==> src/rtl/mul_wb_pkg.sv <==
// Shared constants for the shift-add multiplier: state codes (also decoded by the control unit) and default widths.
package mul_wb_pkg;

  localparam int WIDTH_DEF = 4;
  localparam int ADR_W_DEF = 3;

  typedef enum logic [2:0] {
    ST_IDLE  = 3'd0,
    ST_MUL   = 3'd1,
    ST_WRITE = 3'd2,
    ST_DONE  = 3'd3
  } state_e;

endpackage

==> src/rtl/mul_wb_unit_if.sv <==
// Request/result/RAM-write bundle between the control unit (master) and mul_wb_unit (slave).
// No backpressure: the master must watch busy, since start is dropped outside IDLE.
interface mul_wb_unit_if
  import mul_wb_pkg::*;
#(
  parameter int WIDTH = WIDTH_DEF,
  parameter int ADR_W = ADR_W_DEF
) ();

  logic               start;
  logic [WIDTH-1:0]   op_a;
  logic [WIDTH-1:0]   op_b;
  logic [ADR_W-1:0]   wr_adr;
  logic               busy;
  logic               done;
  logic [2*WIDTH-1:0] product;
  logic               ram_we;
  logic [ADR_W-1:0]   ram_adr;
  logic [2*WIDTH-1:0] ram_din;
  logic [2:0]         st_out;

  modport master (
    output start, op_a, op_b, wr_adr,
    input  busy, done, product, ram_we, ram_adr, ram_din, st_out
  );

  modport slave (
    input  start, op_a, op_b, wr_adr,
    output busy, done, product, ram_we, ram_adr, ram_din, st_out
  );

endinterface

==> src/rtl/mul_wb_unit_shift_add_dp.sv <==
// Shift-add datapath: load captures operands, each step adds/shifts once; last flags the final step.
// One step per cycle, no backpressure; the FSM owns sequencing.
module shift_add_dp
  import mul_wb_pkg::*;
#(
  parameter int WIDTH = WIDTH_DEF
) (
  input  logic               clk,
  input  logic               reset,
  input  logic               load,
  input  logic               step,
  input  logic [WIDTH-1:0]   op_a,
  input  logic [WIDTH-1:0]   op_b,
  output logic [2*WIDTH-1:0] acc,
  output logic               last
);

  localparam int CW = $clog2(WIDTH) + 1;

  logic [2*WIDTH-1:0] mcand_q, mcand_d;
  logic [2*WIDTH-1:0] acc_q, acc_d;
  logic [WIDTH-1:0]   mplier_q, mplier_d;
  logic [CW-1:0]      cnt_q, cnt_d;

  always_comb begin
    mcand_d  = mcand_q;
    acc_d    = acc_q;
    mplier_d = mplier_q;
    cnt_d    = cnt_q;
    if (load) begin
      mcand_d  = {{WIDTH{1'b0}}, op_a};
      mplier_d = op_b;
      acc_d    = '0;
      cnt_d    = '0;
    end else if (step) begin
      if (mplier_q[0]) begin
        acc_d = acc_q + mcand_q;
      end
      mcand_d  = mcand_q << 1;
      mplier_d = mplier_q >> 1;
      cnt_d    = cnt_q + CW'(1);
    end
  end

  always_ff @(posedge clk) begin
    if (reset) begin
      mcand_q  <= '0;
      acc_q    <= '0;
      mplier_q <= '0;
      cnt_q    <= '0;
    end else begin
      mcand_q  <= mcand_d;
      acc_q    <= acc_d;
      mplier_q <= mplier_d;
      cnt_q    <= cnt_d;
    end
  end

  assign acc  = acc_q;
  assign last = (cnt_q == CW'(WIDTH - 1));

endmodule

==> src/rtl/mul_wb_unit.sv <==
// Unsigned shift-add multiplier with single-cycle RAM write-back; start-to-done latency WIDTH+2 cycles.
// No backpressure: start is accepted only in IDLE and never queued.
module mul_wb_unit
  import mul_wb_pkg::*;
#(
  parameter int WIDTH = WIDTH_DEF,
  parameter int ADR_W = ADR_W_DEF
) (
  input  logic         clk,
  input  logic         reset,
  mul_wb_unit_if.slave bus
);

  state_e             state_q, state_d;
  logic [ADR_W-1:0]   adr_q, adr_d;
  logic [2*WIDTH-1:0] product_q, product_d;
  logic [2*WIDTH-1:0] acc;
  logic               load, step, last;

  assign load = (state_q == ST_IDLE) && bus.start;
  assign step = (state_q == ST_MUL);

  shift_add_dp #(.WIDTH(WIDTH)) u_dp (
    .clk   (clk),
    .reset (reset),
    .load  (load),
    .step  (step),
    .op_a  (bus.op_a),
    .op_b  (bus.op_b),
    .acc   (acc),
    .last  (last)
  );

  assign adr_d     = load ? bus.wr_adr : adr_q;
  assign product_d = (state_q == ST_WRITE) ? acc : product_q;

  always_ff @(posedge clk) begin
    if (reset) begin
      state_q   <= ST_IDLE;
      adr_q     <= '0;
      product_q <= '0;
    end else begin
      state_q   <= state_d;
      adr_q     <= adr_d;
      product_q <= product_d;
    end
  end

  // last is checked before the step lands, so MUL spans exactly WIDTH cycles
  always_comb begin
    state_d = state_q;
    case (state_q)
      ST_IDLE:  if (bus.start) state_d = ST_MUL;
      ST_MUL:   if (last) state_d = ST_WRITE;
      ST_WRITE: state_d = ST_DONE;
      ST_DONE:  state_d = ST_IDLE;
      default:  state_d = ST_IDLE;
    endcase
  end

  always_comb begin
    bus.busy    = (state_q != ST_IDLE);
    bus.done    = (state_q == ST_DONE);
    bus.ram_we  = (state_q == ST_WRITE);
    bus.ram_adr = (state_q == ST_WRITE) ? adr_q : '0;
    bus.ram_din = (state_q == ST_WRITE) ? acc : '0;
    bus.st_out  = state_q;
    bus.product = product_q;
  end

endmodule

==> src/flat_wrapper.sv <==
// flat-port wrapper written by rule: the top's interface ports become plain ports
module mul_wb_unit_flat import mul_wb_pkg::*;
#(
  parameter int WIDTH = WIDTH_DEF,
  parameter int ADR_W = ADR_W_DEF
)
  (clk, reset, bus_start, bus_op_a, bus_op_b, bus_wr_adr, bus_busy, bus_done, bus_product, bus_ram_we, bus_ram_adr, bus_ram_din, bus_st_out);
  mul_wb_unit_if #(.WIDTH(WIDTH), .ADR_W(ADR_W)) bus_i ();
  input  logic clk;
  input  logic reset;
  input wire logic [$bits(bus_i.start)-1:0] bus_start;
  input wire logic [$bits(bus_i.op_a)-1:0] bus_op_a;
  input wire logic [$bits(bus_i.op_b)-1:0] bus_op_b;
  input wire logic [$bits(bus_i.wr_adr)-1:0] bus_wr_adr;
  output wire logic [$bits(bus_i.busy)-1:0] bus_busy;
  output wire logic [$bits(bus_i.done)-1:0] bus_done;
  output wire logic [$bits(bus_i.product)-1:0] bus_product;
  output wire logic [$bits(bus_i.ram_we)-1:0] bus_ram_we;
  output wire logic [$bits(bus_i.ram_adr)-1:0] bus_ram_adr;
  output wire logic [$bits(bus_i.ram_din)-1:0] bus_ram_din;
  output wire logic [$bits(bus_i.st_out)-1:0] bus_st_out;
  assign bus_i.start = bus_start;
  assign bus_i.op_a = bus_op_a;
  assign bus_i.op_b = bus_op_b;
  assign bus_i.wr_adr = bus_wr_adr;
  assign bus_busy = bus_i.busy;
  assign bus_done = bus_i.done;
  assign bus_product = bus_i.product;
  assign bus_ram_we = bus_i.ram_we;
  assign bus_ram_adr = bus_i.ram_adr;
  assign bus_ram_din = bus_i.ram_din;
  assign bus_st_out = bus_i.st_out;
  mul_wb_unit #(.WIDTH(WIDTH), .ADR_W(ADR_W)) u_core (.clk(clk), .reset(reset), .bus(bus_i));
endmodule
==> config.mk <==
export PLATFORM = sky130hd
export DESIGN_NAME = mul_wb_unit_flat
export DESIGN_NICKNAME = d
export VERILOG_FILES = /design/src/rtl/mul_wb_pkg.sv /design/src/rtl/mul_wb_unit_if.sv /design/src/rtl/mul_wb_unit_shift_add_dp.sv /design/src/rtl/mul_wb_unit.sv /design/src/flat_wrapper.sv
export SDC_FILE = /design/constraint.sdc
export NUM_CORES = 1
export LEC_CHECK = 0
export ABC_AREA = 1
export BUFFER_PORTS_ARGS = -buffer_cell sky130_fd_sc_hd__buf_2
export CAP_MARGIN = 10
export CORE_MARGIN = 4
export CORE_UTILIZATION = 30
export DETAILED_ROUTE_END_ITERATION = 16
export GPL_TIMING_DRIVEN = 1
export PLACE_DENSITY_LB_ADDON = 0.1
export SYNTH_ARGS = -nofsm -noshare
export SYNTH_HDL_FRONTEND = slang
export SYNTH_SLANG_ARGS = --single-unit
==> constraint.sdc <==
create_clock -name clk -period 3.05 [get_ports clk]
set_input_delay 0.1525 -clock clk [delete_from_list [all_inputs] [get_ports clk]]
set_output_delay 0.1525 -clock clk [all_outputs]
set_load 0.02 [all_outputs]
# After elaboration in Yosys (flattened, before gate mapping)
# Index checks and enable logic that the tools add are counted.
# classes
addsub,2
eq_ne,6
mux,9
reduce_logical,7
# ops
cell,n
4-bit 2-to-1 mux,4
"3-bit by 2-bit equality test with 1-bit output, second input constant",3
3-bit 2-to-1 mux,3
3-bit case mux with 3 select lines,1
8-bit adder,1
8-bit 2-to-1 mux,1
"2-bit inequality test, second input constant",2
2-bit AND reduction,2
"3-bit by 1-bit adder with 3-bit output, second input constant",1
"3-bit by 1-bit equality test with 1-bit output, second input constant",1
3-bit logical NOT,1
3-bit nonzero test,1
2-bit nonzero test,1
2-bit OR reduction,1
1-bit logical AND,1
# word_totals
register_bits,37
in_bits,14
out_inout_bits,25
word_cells,32

# Depth between registers and ports, before layout
# depth
ltp_word,3
depth_mapped,11
depth_no_buf,11

# Modules after synthesis
# Synthesis repeated with hierarchy kept, for this count alone.
# unflattened
hier_cells,250
hier_area_um2,1853.0
# modules_own_cells
module,n_inst,cells_each,area_per_inst_um2,seq_area_each_um2
shift_add_dp,1,162,1244.9,460.4
mul_wb_unit,1,88,608.1,260.2

# Worst setup path after synthesis
# No wires, ideal clock.
# synth_path
path_type,reg-to-reg
start,register u_core.u_dp.mcand_q[0]
end,"register u_core.u_dp.acc_q[6], in the netlist u_core.u_dp.acc[6]"
setup_ns,0.117
arrival_time_ns,1.386
t_required_ns,2.933
setup_slack_ns,1.547
stages_incl_launch_ff,12
cell_sequence,dfxtp_1 -> ha_1 -> inv_1 -> fa_1 -> inv_1 -> nand2_1 -> nand2_2 -> nand3b_4 -> nand3_2 -> nand2_1 -> nor2_1 -> nor2_1
# synth_via
elab_chain_cells,1
# synth_rtl
item,line,rtl
"start, declared",mul_wb_unit_shift_add_dp.sv:20,"logic [2*WIDTH-1:0] mcand_q, mcand_d;"
"start signal, assigned",mul_wb_unit_shift_add_dp.sv:52,mcand_q <= mcand_d;
8-bit adder,mul_wb_unit_shift_add_dp.sv:37,acc_d = acc_q + mcand_q;
"end signal, assigned",mul_wb_unit_shift_add_dp.sv:48,acc_q <= '0;
"end signal, assigned",mul_wb_unit_shift_add_dp.sv:53,acc_q <= acc_d;
"end, declared",mul_wb_unit_shift_add_dp.sv:21,"logic [2*WIDTH-1:0] acc_q, acc_d;"
# Every way passes these cells.
# A chain may end at the register's enable or synchronous reset.

# Worst setup path after layout
# layout_path
start,"register u_core.state_q[0], in the netlist u_core.bus.st_out[0]"
end,output bus_ram_din[1]
# layout_via
elab_chain_cells,2
# layout_rtl
item,line,rtl
"start, declared",mul_wb_unit.sv:14,"state_e state_q, state_d;"
"start signal, assigned",mul_wb_unit.sv:43,state_q <= state_d;
3-bit by 2-bit equality test with 1-bit output,mul_wb_unit.sv:66,bus.ram_din = (state_q == ST_WRITE) ? acc : '0;
8-bit 2-to-1 mux,mul_wb_unit.sv:66,
"end, declared",flat_wrapper.sv:20,output wire logic [$bits(bus_i.ram_din)-1:0] bus_ram_din;
# Every way passes these cells.

==> out/qor.yml <==
floorplan:
  dieArea_mm2: 0.00761
  core-area_mm2: 0.00599
  initial_core_util_pct: 31.5
  fp.dieW_um: 87.3
  die_y_um: 87.3
  num_rows: 28
  ios: 39
yosys:
  synth_nets: 282
  synth.area.top_cells: "dfxtp_1 38%, nand2_1 13%, ha_1 9.3%"
  ys_seq_elements: 36
  yosys_warnings: 0
  ys_seq_area_share_pct: 38.2
  synth_area_mm2: 0.00188
  synth_edf_count: 0
  synthDistinctLibCells: 30
  synth.avg_cell_area_um2: 7.45
  syn-instance-count: 253
  yosys.area.top_type: "dfxtp_1"
  synthArstFlopShare_pct: 0
  synth_top_area_share_pct: 38.2
  synth_top_flop_cell: "dfxtp_1"
place:
  gp_congestion: 0.774
  port_buffers: 37
  place_hpwl_um: 3390
route:
  drc: 0
  totalWireLength_um: 4400
  ant_nets: 0
  drt_pre_antenna_iters: 4
  wl_per_cell_um: 12.1
  drt_iter0_markers: 52
  num_vias: 1636
  vias_per_cell: 4.48
sta:
  min_period_over_period_pct: 58.9
  max_clock_freq_mhz: 557
  fin_skew_ps: 5.13
  rsz0062_at_grt: "no"
  period_minus_slack_ps: 1800
  hold_viol: 0
  worst_slew_pin_slew_ps: 520
  tns_ps: 0
  maxSlewViolCount: 0
  final-setup-viol-count: 0
  slew_headroom_pct: 65.3
power:
  vdd_drop_max_v: 0.000459
  powerDensity_mw_per_mm2: 685
  p_leak_nw: 1.13
clock_tree:
  cts_tree: "built"
  cts_sinks: 36
  root_buffer: "clkbuf_8"
  clkTransAtPathRegs_ps: 80
  cts_resized: 0
  clock_path_buffers: 2
  insertion_delay_ps: 280
  htree_levels: 2
  post_cts_buffers: 0
  cts_buffers: 5
  hold_buffers: 0
layout:
  syn2layout_area_growth_pct: 16.6
  final_common_cell: "nand2_1"
  mostFrequentLayoutCells: "65 x nand2_1, 37 x buf_2, 36 x dfxtp_1, 32 x inv_1, 31 x a21oi_1"
  drive_gt1_share_pct: 21.0
  antenna_cells: 0
  finish.utilization_pct: 36.7
  finalNetCount: 318
  n_fill_cell: 650
grt:
  grt_max_degree: 16
  antenna_found_initial: 0
  grt_pass1_vias: 1632
  grtUsageTotal_pct: 12.2
  overflow: 0
  grt_pass1_wl_um: 7430
setup_path:
  crit_type: "flop to primary output"
  cp_max_fo: 13
  startpoint_type: "flop"
  arrival_ps: 1640
  worst_ep_required_time_ps: 2900
  worstSetupEndpointType: "primary output"
min_path:
  hold_class: "primary input to flop"
flow_run:
  maxCapViolCount: 0
run_status:
  outcome: "completed"
-- kinds of logic after synthesis --
logic type               count (synthesis)  share of synthesized area (%)
XOR/XNOR                                 3                           1.39
other                                    1                          0.199
flip-flops                              36                           38.2
AO/OA/AOI/OAI                           50                           14.4
adder cells (fa/ha/maj)                 15                           10.4
AND/OR/NAND/NOR                        103                           24.8
buffers and inverters                   45                           10.6
-- report_power, final --
part	switching (mW)	total [mW]	internal, mW
Combinational	0.375	0.558	0.183
Sequential	0.0562	0.593	0.537
Clock	0.170	0.355	0.185
Total	0.601	1.51	0.904
-- metal layers --
metal	up-vias	part of all wire [%]	GRT usage [%]	routed length, um
met5	-	0	0	0
met4	0	0.41	3.07	18
met3	5	5.5	3.12	242
met2	40	46	18.9	2020
met1	719	48	16.8	2130
li1	872	-	-	-
-- synthesized netlist by cell type, types with 2 or more instances --
library cell	instances
nand2_1	65
dfxtp_1	36
inv_1	32
a21oi_1	31
nor2_1	17
ha_1	14
o21ai_0	11
nand3_1	8
buf_4	5
inv_2	4
buf_2	3
nand2_2	3
a31oi_1	2
nand3_2	2
nand3b_1	2
o211ai_1	2
or2_4	2
xnor2_1	2
-- metrics by stage --
stage / cell area (um2) / total power, mW / cells / setup WS [ps] / hold WS [ps]
after floorplan: 1880 / 1.04 / 253 / 1550 / 222
after global placement: 2110 / 1.17 / 357 / 1320 / 425
after detailed placement: 2110 / 1.17 / 357 / 1330 / 420
after CTS: 2200 / 1.53 / 365 / 1250 / 118
after global routing: 2200 / 1.63 / 365 / 1070 / 129
final: 2200 / 1.51 / 365 / 1250 / 122
-- sequential cells by signal (all words and copies together) (netlist names) --
register / count
u_core.bus.product: 8
u_core.u_dp.acc: 8
u_core.u_dp.mcand_q: 8
u_core.u_dp.mplier_q: 4
u_core.adr_q: 3
u_core.u_dp.cnt_q: 3
u_core.bus.st_out: 2
-- worst max-delay path, stage by stage (launching register included) --
cell	delay [ps]
dfxtp_1	350
inv_1	110
ha_1	490
nand2_1	170
inv_1	80
buf_2	150
-- layout make-up --
cell class              instances  area [um2]  area share, %
clock buffers                   8        90.1           4.10
well taps                      75        93.8           4.27
multi-input cells             172         965           43.9
repair buffers                 38         193           8.77
inverters                      36         135           6.15
flip-flops and latches         36         721           32.8
-- final timing paths --
check / to / depth (start not counted) / slack, ps / startpoint
hold / removal: u_core.u_dp.mplier_q[3]$_SDFFE_PP0P_ / 3 / 120 / bus_op_b[3]
setup / recovery: bus_ram_din[1] / 5 / 1250 / u_core.bus.st_out[0]$_SDFFE_PP0P_
hold reg to reg: u_core.bus.product[1]$_SDFFE_PP0N_ / 2 / 460 / u_core.bus.product[1]$_SDFFE_PP0N_
setup reg to reg: u_core.u_dp.acc[5]$_SDFFE_PP0P_ / 9 / 1330 / u_core.bus.st_out[0]$_SDFFE_PP0P_
No activity file was read; power rests on OpenSTA's default activity.
